`src/rtl/game_pkg.sv`:
```
// Shared game definitions: coordinate type, game-state code, item selector,
// and the reset / fallback cells for the two board items.
package game_pkg;

  localparam int unsigned COORD_W = 4;
  localparam int unsigned STATE_W = 3;

  typedef logic [COORD_W-1:0] coord_t;

  // One board cell; x in the upper nibble, y in the lower nibble.
  typedef struct packed {
    coord_t x;
    coord_t y;
  } cell_t;

  typedef enum logic {
    ITEM_FOOD   = 1'b0,
    ITEM_POISON = 1'b1
  } item_e;

  localparam logic [STATE_W-1:0] ST_PLAY = 3'b010;

  localparam cell_t FOOD_RST_CELL   = '{x: 4'd10, y: 4'd7};
  localparam cell_t POISON_RST_CELL = '{x: 4'd5,  y: 4'd3};
  localparam cell_t FOOD_FB_CELL    = '{x: 4'd2,  y: 4'd2};
  localparam cell_t POISON_FB_CELL  = '{x: 4'd13, y: 4'd13};

endpackage

```
`src/rtl/lfsr8.sv`:
```
// Free-running 8-bit Galois LFSR (mask 8'hB8), right-shifting.
// Ports: clk, reset (async, active-low), o_lfsr (current register value).
// A non-zero seed keeps the register out of the all-zero lock-up state.
module lfsr8 #(
  parameter logic [7:0] SEED = 8'hA5
) (
  input  logic       clk,
  input  logic       reset,
  output logic [7:0] o_lfsr
);

  localparam logic [7:0] MASK = 8'hB8;

  logic [7:0] r_lfsr;

  always_ff @(posedge clk or negedge reset) begin
    if (!reset) r_lfsr <= SEED;
    else        r_lfsr <= {1'b0, r_lfsr[7:1]} ^ (r_lfsr[0] ? MASK : 8'h00);
  end

  assign o_lfsr = r_lfsr;

endmodule

```
`src/rtl/item_spawn_ctrl.sv`:
```
// Respawn sequencer for the food and poison items on the 16x16 board.
// Touches queue a respawn; one shared LFSR proposes cells, rejecting those
// that hit the head, the other item or the item's own cell; after
// MAX_TRIES rejections the item's fallback cell is used.
// Ports: clk, reset (async active-low), state, tick, TouchFood, TouchPoison,
//        head_x/head_y in; food_x/food_y, poison_x/poison_y, busy,
//        spawn_done out (all registered).
// Optional feature: define POISON_TIMEOUT_EN to force a poison respawn after
// 40 play ticks without one.
module item_spawn_ctrl
  import game_pkg::*;
#(
  parameter logic [STATE_W-1:0] PLAY_STATE    = ST_PLAY,
  parameter int unsigned        RESPAWN_DELAY = 2,
  parameter int unsigned        MAX_TRIES     = 8,
  parameter logic [7:0]         LFSR_SEED     = 8'hA5
) (
  input  logic         clk,
  input  logic         reset,
  input  logic [2:0]   state,
  input  logic         tick,
  input  logic         TouchFood,
  input  logic         TouchPoison,
  input  logic [3:0]   head_x,
  input  logic [3:0]   head_y,
  output logic [3:0]   food_x,
  output logic [3:0]   food_y,
  output logic [3:0]   poison_x,
  output logic [3:0]   poison_y,
  output logic         busy,
  output logic         spawn_done
);

  localparam int unsigned WAIT_W = (RESPAWN_DELAY > 1) ? $clog2(RESPAWN_DELAY) : 1;
  localparam int unsigned TRY_W  = 4;

  typedef enum logic [1:0] {S_IDLE, S_WAIT, S_GEN, S_CHECK} fsm_e;

  fsm_e              r_fsm, w_fsm_nxt;
  item_e             r_sel, w_sel_nxt;
  logic [TRY_W-1:0]  r_tries, w_tries_nxt;
  logic [WAIT_W-1:0] r_wait_cnt, w_wait_nxt;
  cell_t             r_cand, w_cand_nxt;
  cell_t             r_food, w_food_nxt;
  cell_t             r_poison, w_poison_nxt;
  logic              r_pend_food, w_pend_food_nxt;
  logic              r_pend_poison, w_pend_poison_nxt;
  logic              r_busy, w_busy_nxt;
  logic              r_spawn_done, w_done_nxt;

  logic              w_in_play, w_clr_food, w_clr_poison, w_commit_poison;
  logic              w_food_svc, w_poison_svc, w_reject;
  logic              w_poison_req;
  cell_t             w_head, w_own, w_other;
  logic [7:0]        w_lfsr;

  lfsr8 #(.SEED(LFSR_SEED)) u_lfsr (
    .clk    (clk),
    .reset  (reset),
    .o_lfsr (w_lfsr)
  );

  assign w_in_play = (state == PLAY_STATE);
  assign w_head    = {head_x, head_y};

  // Poison inactivity timer: acts as an internal poison touch.
`ifdef POISON_TIMEOUT_EN
  localparam int unsigned TO_W     = 6;
  localparam int unsigned TO_TICKS = 40;
  logic [TO_W-1:0] r_to_cnt;
  logic            w_to_hit;

  assign w_to_hit = w_in_play & tick & (r_to_cnt == TO_W'(TO_TICKS - 1));

  always_ff @(posedge clk or negedge reset) begin
    if (!reset)                          r_to_cnt <= '0;
    else if (w_commit_poison || w_to_hit) r_to_cnt <= '0;
    else if (w_in_play && tick)          r_to_cnt <= r_to_cnt + TO_W'(1);
  end
`else
  logic w_to_hit;
  assign w_to_hit = 1'b0;
`endif

  assign w_poison_req = TouchPoison | w_to_hit;

  // Sequencer next-state, candidate check and position updates.
  always_comb begin
    w_fsm_nxt       = r_fsm;
    w_sel_nxt       = r_sel;
    w_tries_nxt     = r_tries;
    w_wait_nxt      = r_wait_cnt;
    w_cand_nxt      = r_cand;
    w_food_nxt      = r_food;
    w_poison_nxt    = r_poison;
    w_done_nxt      = 1'b0;
    w_clr_food      = 1'b0;
    w_clr_poison    = 1'b0;
    w_commit_poison = 1'b0;
    w_own           = (r_sel == ITEM_FOOD) ? r_food : r_poison;
    w_other         = (r_sel == ITEM_FOOD) ? r_poison : r_food;
    w_reject        = (r_cand == w_head) || (r_cand == w_other) || (r_cand == w_own);

    if (!w_in_play) begin
      w_fsm_nxt = S_IDLE;
    end else begin
      case (r_fsm)
        S_IDLE: begin
          w_tries_nxt = '0;
          w_wait_nxt  = '0;
          if (r_pend_food || r_pend_poison) begin
            w_sel_nxt    = r_pend_food ? ITEM_FOOD : ITEM_POISON;
            w_clr_food   = r_pend_food;
            w_clr_poison = !r_pend_food;
            w_fsm_nxt    = (RESPAWN_DELAY == 0) ? S_GEN : S_WAIT;
          end
        end
        S_WAIT: begin
          if (tick) begin
            if (32'(r_wait_cnt) + 32'd1 >= RESPAWN_DELAY) w_fsm_nxt = S_GEN;
            else w_wait_nxt = r_wait_cnt + WAIT_W'(1);
          end
        end
        S_GEN: begin
          w_cand_nxt = cell_t'(w_lfsr);
          w_fsm_nxt  = S_CHECK;
        end
        S_CHECK: begin
          if (w_reject && (32'(r_tries) + 32'd1 < MAX_TRIES)) begin
            w_tries_nxt = r_tries + TRY_W'(1);
            w_fsm_nxt   = S_GEN;
          end else begin
            if (r_sel == ITEM_FOOD) begin
              w_food_nxt = w_reject ? FOOD_FB_CELL : r_cand;
            end else begin
              w_poison_nxt    = w_reject ? POISON_FB_CELL : r_cand;
              w_commit_poison = 1'b1;
            end
            w_done_nxt = 1'b1;
            w_fsm_nxt  = S_IDLE;
          end
        end
        default: w_fsm_nxt = S_IDLE;
      endcase
    end

    // A touch for an item already pending or being placed is dropped.
    w_food_svc        = (r_fsm != S_IDLE) && (r_sel == ITEM_FOOD);
    w_poison_svc      = (r_fsm != S_IDLE) && (r_sel == ITEM_POISON);
    w_pend_food_nxt   = w_in_play & ((r_pend_food & ~w_clr_food) |
                                     (TouchFood & ~r_pend_food & ~w_food_svc));
    w_pend_poison_nxt = w_in_play & ((r_pend_poison & ~w_clr_poison) |
                                     (w_poison_req & ~r_pend_poison & ~w_poison_svc));
    w_busy_nxt        = w_pend_food_nxt | w_pend_poison_nxt | (w_fsm_nxt != S_IDLE);
  end

  // State and output registers.
  always_ff @(posedge clk or negedge reset) begin
    if (!reset) begin
      r_fsm         <= S_IDLE;
      r_sel         <= ITEM_FOOD;
      r_tries       <= '0;
      r_wait_cnt    <= '0;
      r_cand        <= '0;
      r_food        <= FOOD_RST_CELL;
      r_poison      <= POISON_RST_CELL;
      r_pend_food   <= 1'b0;
      r_pend_poison <= 1'b0;
      r_busy        <= 1'b0;
      r_spawn_done  <= 1'b0;
    end else begin
      r_fsm         <= w_fsm_nxt;
      r_sel         <= w_sel_nxt;
      r_tries       <= w_tries_nxt;
      r_wait_cnt    <= w_wait_nxt;
      r_cand        <= w_cand_nxt;
      r_food        <= w_food_nxt;
      r_poison      <= w_poison_nxt;
      r_pend_food   <= w_pend_food_nxt;
      r_pend_poison <= w_pend_poison_nxt;
      r_busy        <= w_busy_nxt;
      r_spawn_done  <= w_done_nxt;
    end
  end

  assign food_x     = r_food.x;
  assign food_y     = r_food.y;
  assign poison_x   = r_poison.x;
  assign poison_y   = r_poison.y;
  assign busy       = r_busy;
  assign spawn_done = r_spawn_done;

endmodule

```
`config.mk`:
```
export PLATFORM = sky130hd
export DESIGN_NAME = item_spawn_ctrl
export DESIGN_NICKNAME = d
export VERILOG_FILES = /design/src/rtl/game_pkg.sv /design/src/rtl/lfsr8.sv /design/src/rtl/item_spawn_ctrl.sv
export SDC_FILE = /design/constraint.sdc
export NUM_CORES = 1
export LEC_CHECK = 0
export BUFFER_PORTS_ARGS = -buffer_cell sky130_fd_sc_hd__buf_2
export CORE_MARGIN = 4
export CORE_UTILIZATION = 60
export DETAILED_ROUTE_END_ITERATION = 10
export PLACE_DENSITY = 0.83
export SYNTH_ARGS = -nofsm -noshare
export SYNTH_HDL_FRONTEND = slang
export SYNTH_SLANG_ARGS = --single-unit
export TNS_END_PERCENT = 1
```
`constraint.sdc`:
```
create_clock -name clk -period 4.9 [get_ports clk]
set_input_delay 0.735 -clock clk [delete_from_list [all_inputs] [get_ports clk]]
set_output_delay 0.735 -clock clk [all_outputs]
set_load 0.01 [all_outputs]
```
==> results.cfg <==
[detailed_routing]
drc = 0
vias = 1901
drtIter0Drc = 159
postRouteAntennaNets = 0
drt-total-wl_mm = 5.64
vias_per_cell = 5.94
dr.pass1.iters = 4
wl_per_cell_um = 17.6

[sta]
period_needed_ps = 2940
fin_crit_sh_pct = 59.9
tns_ps = 0
finalClockSkew_ps = 6.84
max_freq_mhz = 341
setup_viol = 0
fin_ws_ps = 1960
finalHoldViolCount = 0
slew_violations = 0
worst_pin_slew_ps = 1060
slew_headroom_pct = 29.0
rsz0062_at_grt = no

[floorplanning]
die_w_um = 72.1
die_h_um = 72.1
rows = 23
initial_core_util_pct = 61.7
core_sq_um = 4000
pin_count = 34
die_area_sq_um = 5200

[cts]
clk_latency_ps = 300
cts_tree = done
cts-resized-gates = 0
cts_root_buf = clkbuf_8
post_cts.repair.setup_buffers = 0
cts_buffers = 5
cts.sinks = 44
clkTransAtPathRegs_ps = 80
cts_hold_buffers = 0
h-tree-depth = 2
cts_max_path_buffers = 2

[logic_synthesis]
synth_cell_types = 42
seq_area_frac_synth_pct = 45.3
syn_area_sq_um = 2470
ys.flop_type = dfrtp_1
ys_warn_count = 0
syn_inst = 238
synth_edf_count = 0
synthArstFlopShare_pct = 100
synth_area_per_cell_sq_um = 10.4
syn-num-nets = 255
synth-seq-cells = 44

[global_route]
grt_max_degree = 45
gr-total-overflow = 0
grt_pass1_vias = 1896
antenna_found_initial = 0
grt_util_all_layers_pct = 23.6
grt_pass1_wl_mm = 9.20

[worst_setup_path]
cp.required_ps = 5120
path_max_fanout = 21
crit_arrival_ps = 3160
critPathKind = flip-flop to flip-flop
timing.rr.end = poison_y[0]
critPathLaunchType = flip-flop
endpoint_kind = flip-flop
worst_r2r_path_depth = 6
worst-r2r-setup-slack_ps = 1960
r2r_start = r_sel

[min_path]
hold_start = u_lfsr.o_lfsr[1]
hp-class = flip-flop to flip-flop
min_path_cells = 0
min_delay_worst_endpoint = u_lfsr.o_lfsr[0]

[pwr]
pwr_density_cell_nw_per_um2 = 267
vdd_drop_max_v = 0.000262
p_leak_nw = 1.25

[placed_design]
place_ws_ps = 2000
dp_hpwl_mm = 4.04
port-buffer-count = 33
gp_congestion = 0.887

[final_layout]
mostFrequentLayoutCells = 33 x nand2_1, 33 x buf_2, 31 x dfrtp_1
antenna_cells = 0
fillers = 311
nets = 286
drive_gt1_share_pct = 26.7
area_growth_pct = 11.4

[run]
cap_violations = 0

[outcome]
outcome = completed
## stage by stage
step | utilization (%) | hold slack (ps) | power, W | instance area, sq um | instances
6_report | 68.7 | 380 | 0.000735 | 2750 | 320
5_1_grt | 68.7 | 399 | 0.000763 | 2750 | 320
4_1_cts | 68.7 | 381 | 0.000740 | 2750 | 320
3_5_place_dp | 65.9 | 361 | 0.000465 | 2640 | 312
3_3_place_gp | 65.9 | 366 | 0.000463 | 2640 | 312
2_1_floorplan | - | 354 | 0.000445 | 2470 | 238
## cell families (layout without fill, tap and decap cells)
group	after synthesis	after routing	share of synthesized area [%]
buffers and inverters	23	55	4.66
AND/OR/NAND/NOR	76	76	16.1
flip-flops	44	44	45.3
AO/OA/AOI/OAI	41	41	13.3
multiplexers	26	26	10.6
XOR/XNOR	27	27	9.58
adder cells (fa/ha/maj)	1	1	0.507
## per-layer routing
metal  wire, um  vias up  track usage [%]
met5          0        -                0
met4        181        0             10.4
met3        301       16             4.99
met2       2710       69             35.8
met1       2450      924             32.8
li1           -      892                -
## state kept, by name, indices dropped and copies added, names as in the netlist
register,cells
food_x,4
r_cand,8
busy,1
food_y,4
u_lfsr.o_lfsr,8
r_fsm,2
poison_x,4
r_tries,4
r_sel,1
r_pend_food,1
r_pend_poison,1
r_wait_cnt,1
spawn_done,1
poison_y,4
## Yosys cell counts, types with 2 or more instances
library cell,count,area share (%)
clkbuf_1,4,0.61
nor2_1,17,2.6
o221ai_2,5,3.0
nor3_1,2,0.41
dfstp_2,13,14
or3_1,4,1.0
a21oi_1,9,1.8
nand2_1,33,5.0
nor4_1,2,0.51
nor4_2,6,3.0
buf_2,2,0.41
o21ai_1,2,0.41
dfrtp_1,31,31
inv_1,12,1.8
o221ai_1,4,1.4
a311oi_1,2,0.71
buf_6,3,1.4
o21ai_0,11,2.2
xor2_1,11,3.9
mux2i_1,25,10
xnor2_1,16,5.7
nand3_1,4,0.81
## worst max-delay path, stage by stage (launching register included)
cell	delay (ps)
dfrtp_1	1000
mux2i_1	320
xnor2_1	130
nor4_2	420
a22o_1	260
or3_1	460
mux2i_1	270
## area by class of cell
cell class              count  area (sq um)  area share (%)
multi-input cells         171          1230            44.9
flip-flops and latches     44          1120            40.7
repair buffers             34           173            6.28
clock buffers               5          68.8            2.50
well taps                  50          62.6            2.28
inverters                  13          48.8            1.78
clock inverters             3          42.5            1.55
## power breakdown
group	leakage, nW	internal, W	switching [W]
clock network	0.0541	0.000151	0.000125
logic	0.679	0.0000343	0.0000306
registers	0.521	0.000372	0.0000221
## worst max-delay path by stage
stage                         from     endpoint  slack, ps
after floorplan           state[0]    food_x[2]       2560
after global placement       r_sel  poison_y[3]       2140
after detailed placement     r_sel  poison_y[0]       2000
after CTS                    r_sel  poison_y[0]       1950
after global routing         r_sel  poison_y[0]       1800
final                        r_sel  poison_y[0]       1960
No activity file was read; power rests on OpenSTA's default activity.
